**src/rtl/pipe_stall_ctrl.sv**
```systemverilog
// Pipeline stall/flush controller: inserts load-use bubbles, flushes on taken
// branches, parks the core in a halted state, and keeps two saturating
// performance counters (load-use bubble cycles, branch flush events).
//
// Handshake note: there are no valid/ready pairs here. Every input is a level
// sampled on the rising clock edge, and every control output is valid for
// the cycle in which it is presented.
module pipe_stall_ctrl #(
    parameter int LU_STALL_CYC = 1,
    parameter int CNT_W        = 16
) (
    input  logic             clk,
    input  logic             rst,
    input  logic             lu_halt,
    input  logic             br_taken,
    input  logic             halt_req,
    input  logic             resume,
    input  logic             cnt_clr,
    output logic             pc_we,
    output logic             ifid_we,
    output logic             ifid_flush,
    output logic             idex_flush,
    output logic             halted,
    output logic [CNT_W-1:0] stall_cnt,
    output logic [CNT_W-1:0] flush_cnt,
    output logic [1:0]       dbg_state
);

    typedef enum logic [1:0] {
        RUN      = 2'd0,
        LU_STALL = 2'd1,
        HALTED   = 2'd2
    } state_t;

    localparam logic [2:0]       REM_INIT = 3'(LU_STALL_CYC - 1);
    localparam logic [CNT_W-1:0] CNT_MAX  = {CNT_W{1'b1}};

    state_t     state, state_nxt;
    logic [2:0] rem, rem_nxt;
    logic       stall_inc, flush_inc;

    // State and remaining-bubble register.
    always_ff @(posedge clk) begin
        if (rst) begin
            state <= RUN;
            rem   <= 3'd0;
        end else begin
            state <= state_nxt;
            rem   <= rem_nxt;
        end
    end

    // Next state, control outputs and counter increment qualifiers.
    always_comb begin
        state_nxt  = state;
        rem_nxt    = rem;
        pc_we      = 1'b1;
        ifid_we    = 1'b1;
        ifid_flush = 1'b0;
        idex_flush = 1'b0;
        stall_inc  = 1'b0;
        flush_inc  = 1'b0;
        if (rst) begin
            // Hold the front end and flush both stage registers while in reset.
            pc_we      = 1'b0;
            ifid_we    = 1'b0;
            ifid_flush = 1'b1;
            idex_flush = 1'b1;
            state_nxt  = RUN;
            rem_nxt    = 3'd0;
        end else begin
            case (state)
                RUN, LU_STALL: begin
                    if (br_taken) begin
                        // Redirect wins over any pending load-use bubble.
                        ifid_flush = 1'b1;
                        idex_flush = 1'b1;
                        flush_inc  = 1'b1;
                        state_nxt  = RUN;
                        rem_nxt    = 3'd0;
                    end else if (state == LU_STALL) begin
                        pc_we      = 1'b0;
                        ifid_we    = 1'b0;
                        idex_flush = 1'b1;
                        stall_inc  = 1'b1;
                        if (rem <= 3'd1) begin
                            state_nxt = RUN;
                            rem_nxt   = 3'd0;
                        end else begin
                            rem_nxt = rem - 3'd1;
                        end
                    end else if (lu_halt) begin
                        // First bubble is inserted in the same cycle.
                        pc_we      = 1'b0;
                        ifid_we    = 1'b0;
                        idex_flush = 1'b1;
                        stall_inc  = 1'b1;
                        if (LU_STALL_CYC > 1) begin
                            state_nxt = LU_STALL;
                            rem_nxt   = REM_INIT;
                        end
                    end
                    // The retiring instruction completes; the halt takes effect next cycle.
                    if (halt_req) begin
                        state_nxt = HALTED;
                        rem_nxt   = 3'd0;
                    end
                end
                HALTED: begin
                    pc_we      = 1'b0;
                    ifid_we    = 1'b0;
                    idex_flush = 1'b1;
                    if (resume) begin
                        state_nxt = RUN;
                    end
                end
                default: begin
                    state_nxt = RUN;
                    rem_nxt   = 3'd0;
                end
            endcase
        end
    end

    // Saturating performance counters; clear beats a same-cycle increment.
    always_ff @(posedge clk) begin
        if (rst || cnt_clr) begin
            stall_cnt <= '0;
            flush_cnt <= '0;
        end else begin
            if (stall_inc && stall_cnt != CNT_MAX) begin
                stall_cnt <= stall_cnt + 1'b1;
            end
            if (flush_inc && flush_cnt != CNT_MAX) begin
                flush_cnt <= flush_cnt + 1'b1;
            end
        end
    end

    // Halted is decoded from the state register only, never from halt_req.
    assign halted    = (state == HALTED);
    assign dbg_state = state;

endmodule

```
**config.mk**
```make
export PLATFORM = sky130hd
export DESIGN_NAME = pipe_stall_ctrl
export DESIGN_NICKNAME = d
export VERILOG_FILES = /design/src/rtl/pipe_stall_ctrl.sv
export SDC_FILE = /design/constraint.sdc
export NUM_CORES = 1
export LEC_CHECK = 0
export CORE_MARGIN = 2
export CORE_UTILIZATION = 30
export CTS_CLUSTER_SIZE = 8
export DETAILED_ROUTE_END_ITERATION = 7
export GPL_ROUTABILITY_DRIVEN = 0
export SETUP_SLACK_MARGIN = 0.02
export SLEW_MARGIN = 10
export SYNTH_ARGS = -nofsm -noshare
export SYNTH_HDL_FRONTEND = slang
export SYNTH_SLANG_ARGS = --single-unit
```
**constraint.sdc**
```tcl
create_clock -name clk -period 3.1 [get_ports clk]
set_clock_uncertainty 0.05 [all_clocks]
set_input_delay 0.775 -clock clk [delete_from_list [all_inputs] [get_ports clk]]
set_output_delay 0.775 -clock clk [all_outputs]
set_load 0.01 [all_outputs]
```
After elaboration in Yosys (flattened, before gate mapping)
Index checks and enable logic that the tools add are counted.
Cells by class
  $lt $le $gt $ge: 1
  $add $sub $neg: 3
  bitwise operators: 1
  equal/unequal tests: 7
  multiplexer cells: 28
  reduce and logical (&&, ||, !) cells: 7
Operators with widths (number)
  16-bit by 1-bit adder with 16-bit output (second input constant): 2
  16-bit inequality test (second input constant): 2
  1-bit 2-to-1 mux: 15
  3-bit 2-to-1 mux: 4
  2-bit 2-to-1 mux: 5
  4-bit inequality test (second input constant): 2
  3-bit case mux with 2 select lines: 1
  1-bit case mux with 2 select lines: 2
  2-bit case mux with 2 select lines: 1
  3-bit by 1-bit less-or-equal comparator with 1-bit output (second input constant): 1
  3-bit AND reduction: 1
  3-bit by 1-bit subtractor with 3-bit output (second input constant): 1
  2-bit by 1-bit == test with 1-bit output (second input constant): 1
  2-bit == test (second input constant): 1
  1-bit logical AND: 2
  2-bit logical NOT: 1
  2-bit inequality test (second input constant): 1
  2-bit AND reduction: 1
  2-bit OR reduction: 1
  1-bit logical OR: 1
  1-bit inverter: 1
Storage, ports and cells
  register bits: 37
  input bits: 7
  output and inout bits: 39
  logic and storage cells: 51

Depth between registers and ports, before layout
  depth in word-level cells: 6
  mapped depth: 6

Worst setup path before layout
No wires, ideal clock.
  kind: in2reg
  from: input port rst
  to: register flush_cnt[11]
  arrival time: 2.388 ns
  cell stages on the path: 5
  buffers on the path: 1
  slack: 0.592 ns
  path through: buf_2 or3b_2 or4b_4 or3_1 a21oi_1
On the way
  longest elaborated chain between the ends: 2
  elaborated cells on any way between the ends: 3
  classes of those cells: 1 x mux; 2 x reduce/logical
Ends and longest elaborated chain
  from (decl): line 13  | input logic rst,
  1-bit 2-to-1 mux: line 63  | if (rst) begin
  1-bit logical AND: line 134  | if (flush_inc && flush_cnt != CNT_MAX) begin
  to (signal assigned): line 135  | flush_cnt <= flush_cnt + 1'b1;
  to (decl): line 25  | output logic [CNT_W-1:0] flush_cnt,
Parallel ways exist; a longest one is shown, timed or not.
A chain may end at the register's enable or synchronous reset.

Worst setup path after layout
  from: input port br_taken
  to: output port ifid_we
On the way
  longest elaborated chain between the ends: 3
Ends and longest elaborated chain
  from (decl): line 15  | input logic br_taken,
  1-bit 2-to-1 mux: line 74  | if (br_taken) begin
  1-bit case mux with 2 select lines: line 72  | case (state)
  1-bit 2-to-1 mux: line 63
  to (decl): line 20  | output logic ifid_we,
Every way passes these cells.

==> results.yml <==
routing:
  wl_per_cell_um: 12.0
  ant_nets: 0
  firstDrtPassIters: 4
  route.detailed.drc: 0
  post_drt_via_cell_ratio: 4.85
  vias: 1567
  drt_wl_total_um: 3870
  drt_iter0_drc: 67
global_routing:
  grt.total_usage: 0.133
  grt_first_pass_wirelength_um: 6560
  grt_max_degree: 31
  first_global_vias: 1437
  antenna_found_initial: 0
  overflow: 0
critical_path:
  path_class: "in -> out"
  cp.arrival_ps: 2200
  worstSetupStartpointType: "input pin"
  end_kind: "output pin"
  crit_required_ps: 2270
  crit_fanout: 6
yosys:
  ys_ff_latch: 33
  syn_nets: 208
  synth.largest_area_cell: "dfxtp_1"
  synth_top_area_frac: 0.397
  async_reset_ff_frac: 0
  yosys-top-cells-count: "33 x dfxtp_1, 33 x nor2_1, 16 x xnor2_1"
  yosysWarnings: 0
  synthFlopType: "dfxtp_1"
  synth_seq_area_share: 0.397
  synth_area_sq_um: 1660
  synth.distinct_cells: 40
  synth.area.top_cells: "dfxtp_1 40%, xnor2_1 8.4%, nor2_1 7.4%"
  syn_inst: 199
  synth.avg_cell_area_sq_um: 8.36
  synth_edf_count: 0
place:
  post-dp-hpwl_um: 2850
  placed_cells: 316
  numPortBuffers: 44
  place_area_sq_um: 2210
die:
  die_w_um: 78.5
  dieArea_sq_um: 6160
  rows: 27
  initial_core_util: 0.306
  coreArea_sq_um: 5440
  boundaryPins: 46
  die_y_um: 78.5
finish:
  nets: 260
  syn_to_final_growth_pct: 38.3
  antenna_cells: 0
  fin_cells: 323
  fin_area_sq_um: 2300
  drive_gt1_frac: 0.0956
timing:
  clock.fmax_mhz: 330
  max_slew_margin: 0.444
  drv_slew: 0
  setup_viol: 0
  period_share: 0.977
  finalHoldViolCount: 0
  worstMarginPinSlew_ps: 826
  rsz0062_at_grt: "false"
  fin_hold_ws_ps: 465
  fin_crit_ps: 3030
clocking:
  post_cts_buffers: 0
  htreeDepth: 2
  cts_hold_buf: 0
  clock_sinks: 33
  clkTransAtPathRegs_ps: 70
  clock_path_buffers: 2
  cts_made_buffers: 5
  cts_tree: "yes"
  clkLatencyLatePin_ps: 280
  root_buffer: "clkbuf_8"
outcome:
  status: "completed"
pwr:
  p_per_area_nw_per_um2: 355
  vdd_ir_drop_max_mv: 0.126
  p_leak_uw: 0.000721
min_path:
  hold_path_class: "reg -> reg"
job:
  maxCapViolCount: 0
## critical path, stage by stage
cell	delay (ps)
clkdlybuf4s50_1	500
buf_4	150
nor2b_1	50
nor3_2	160
clkdlybuf4s50_1	570
## sequential cells by signal, indices dropped and copies added, names as in the netlist
name       flops
stall_cnt     16
flush_cnt     16
dbg_state      1
## logic make-up after synthesis
kind of cell    Yosys count  synth area share
compound gates           27             0.100
other cells               1           0.00225
simple gates            102             0.331
buf+inv                  12            0.0391
flops                    33             0.397
xor+xnor                 22             0.116
fa+ha+maj                 2            0.0150
## layout make-up
class / count / area [sq um]
flip-flops and latches: 33 / 661
inverters: 4 / 15.0
repair buffers: 53 / 507
well taps: 72 / 90.1
fillers: 565 / 3140
clock buffers: 7 / 86.3
multi-input cells: 154 / 943
## stage by stage
stage / power (uW) / util / setup WS (ps) / setup TNS, ps
CTS: 829 / 0.423 / 73.5 / 0
global placement: 495 / 0.407 / -120 / -120
floorplan: 468 / - / 592 / 0
finish: 816 / 0.423 / 72.8 / 0
global route: 849 / 0.423 / 24.6 / 0
detailed placement: 495 / 0.407 / -118 / -153
## per-layer routing
layer	global-route usage	vias to the layer above	wire length, um
met3	0.0356	2	136
li1	-	815	-
met5	0	-	0
met1	0.168	719	1900
met2	0.217	31	1810
met4	0.0491	0	23
## cell usage in the layout (no fill, tap or decap), types with 2 or more instances in the layout
cell type | Yosys | layout
buf_4 | 3 | 9
xor2_1 | 6 | 6
nand3_1 | 11 | 11
xnor2_1 | 16 | 16
a211oi_1 | 3 | 3
nor3b_1 | 3 | 3
or3_1 | 3 | 3
nand2_1 | 13 | 13
nor2_1 | 33 | 33
nor3_1 | 7 | 6
nor4_1 | 3 | 3
and3_1 | 3 | 3
or4b_4 | 2 | 2
nor3_2 | 1 | 2
nand4b_1 | 2 | 2
nor2b_1 | 2 | 2
nand4_1 | 10 | 10
dfxtp_1 | 33 | 33
a21oi_1 | 10 | 10
ha_1 | 2 | 2
o21ai_0 | 5 | 5
nor4b_1 | 2 | 2
clkbuf_8 | 0 | 6
a31oi_1 | 3 | 3
inv_1 | 4 | 4
and4_1 | 3 | 3
clkdlybuf4s50_1 | 0 | 43
## timing repair
action / in CTS / in global routing
setup endpoints to repair: 3 / 0
hold endpoints to repair: 0 / 0
resized for setup: 2 / 0
## power breakdown
| group | internal (uW) | switching [uW] |
|---|---|---|
| logic | 29.4 | 26.3 |
| clock network | 176 | 155 |
| registers | 426 | 4.06 |
## worst paths after layout
path	slack, ps	start	cells after the start	end
worst max register to register	960	dbg_state[1]	7	stall_cnt[15]
worst max-delay path	70	br_taken	5	ifid_we
worst min register to register	470	flush_cnt[1]	2	flush_cnt[1]
worst min-delay path	470	flush_cnt[1]	2	flush_cnt[1]
Note: power is estimated with default switching activity, not from simulation.
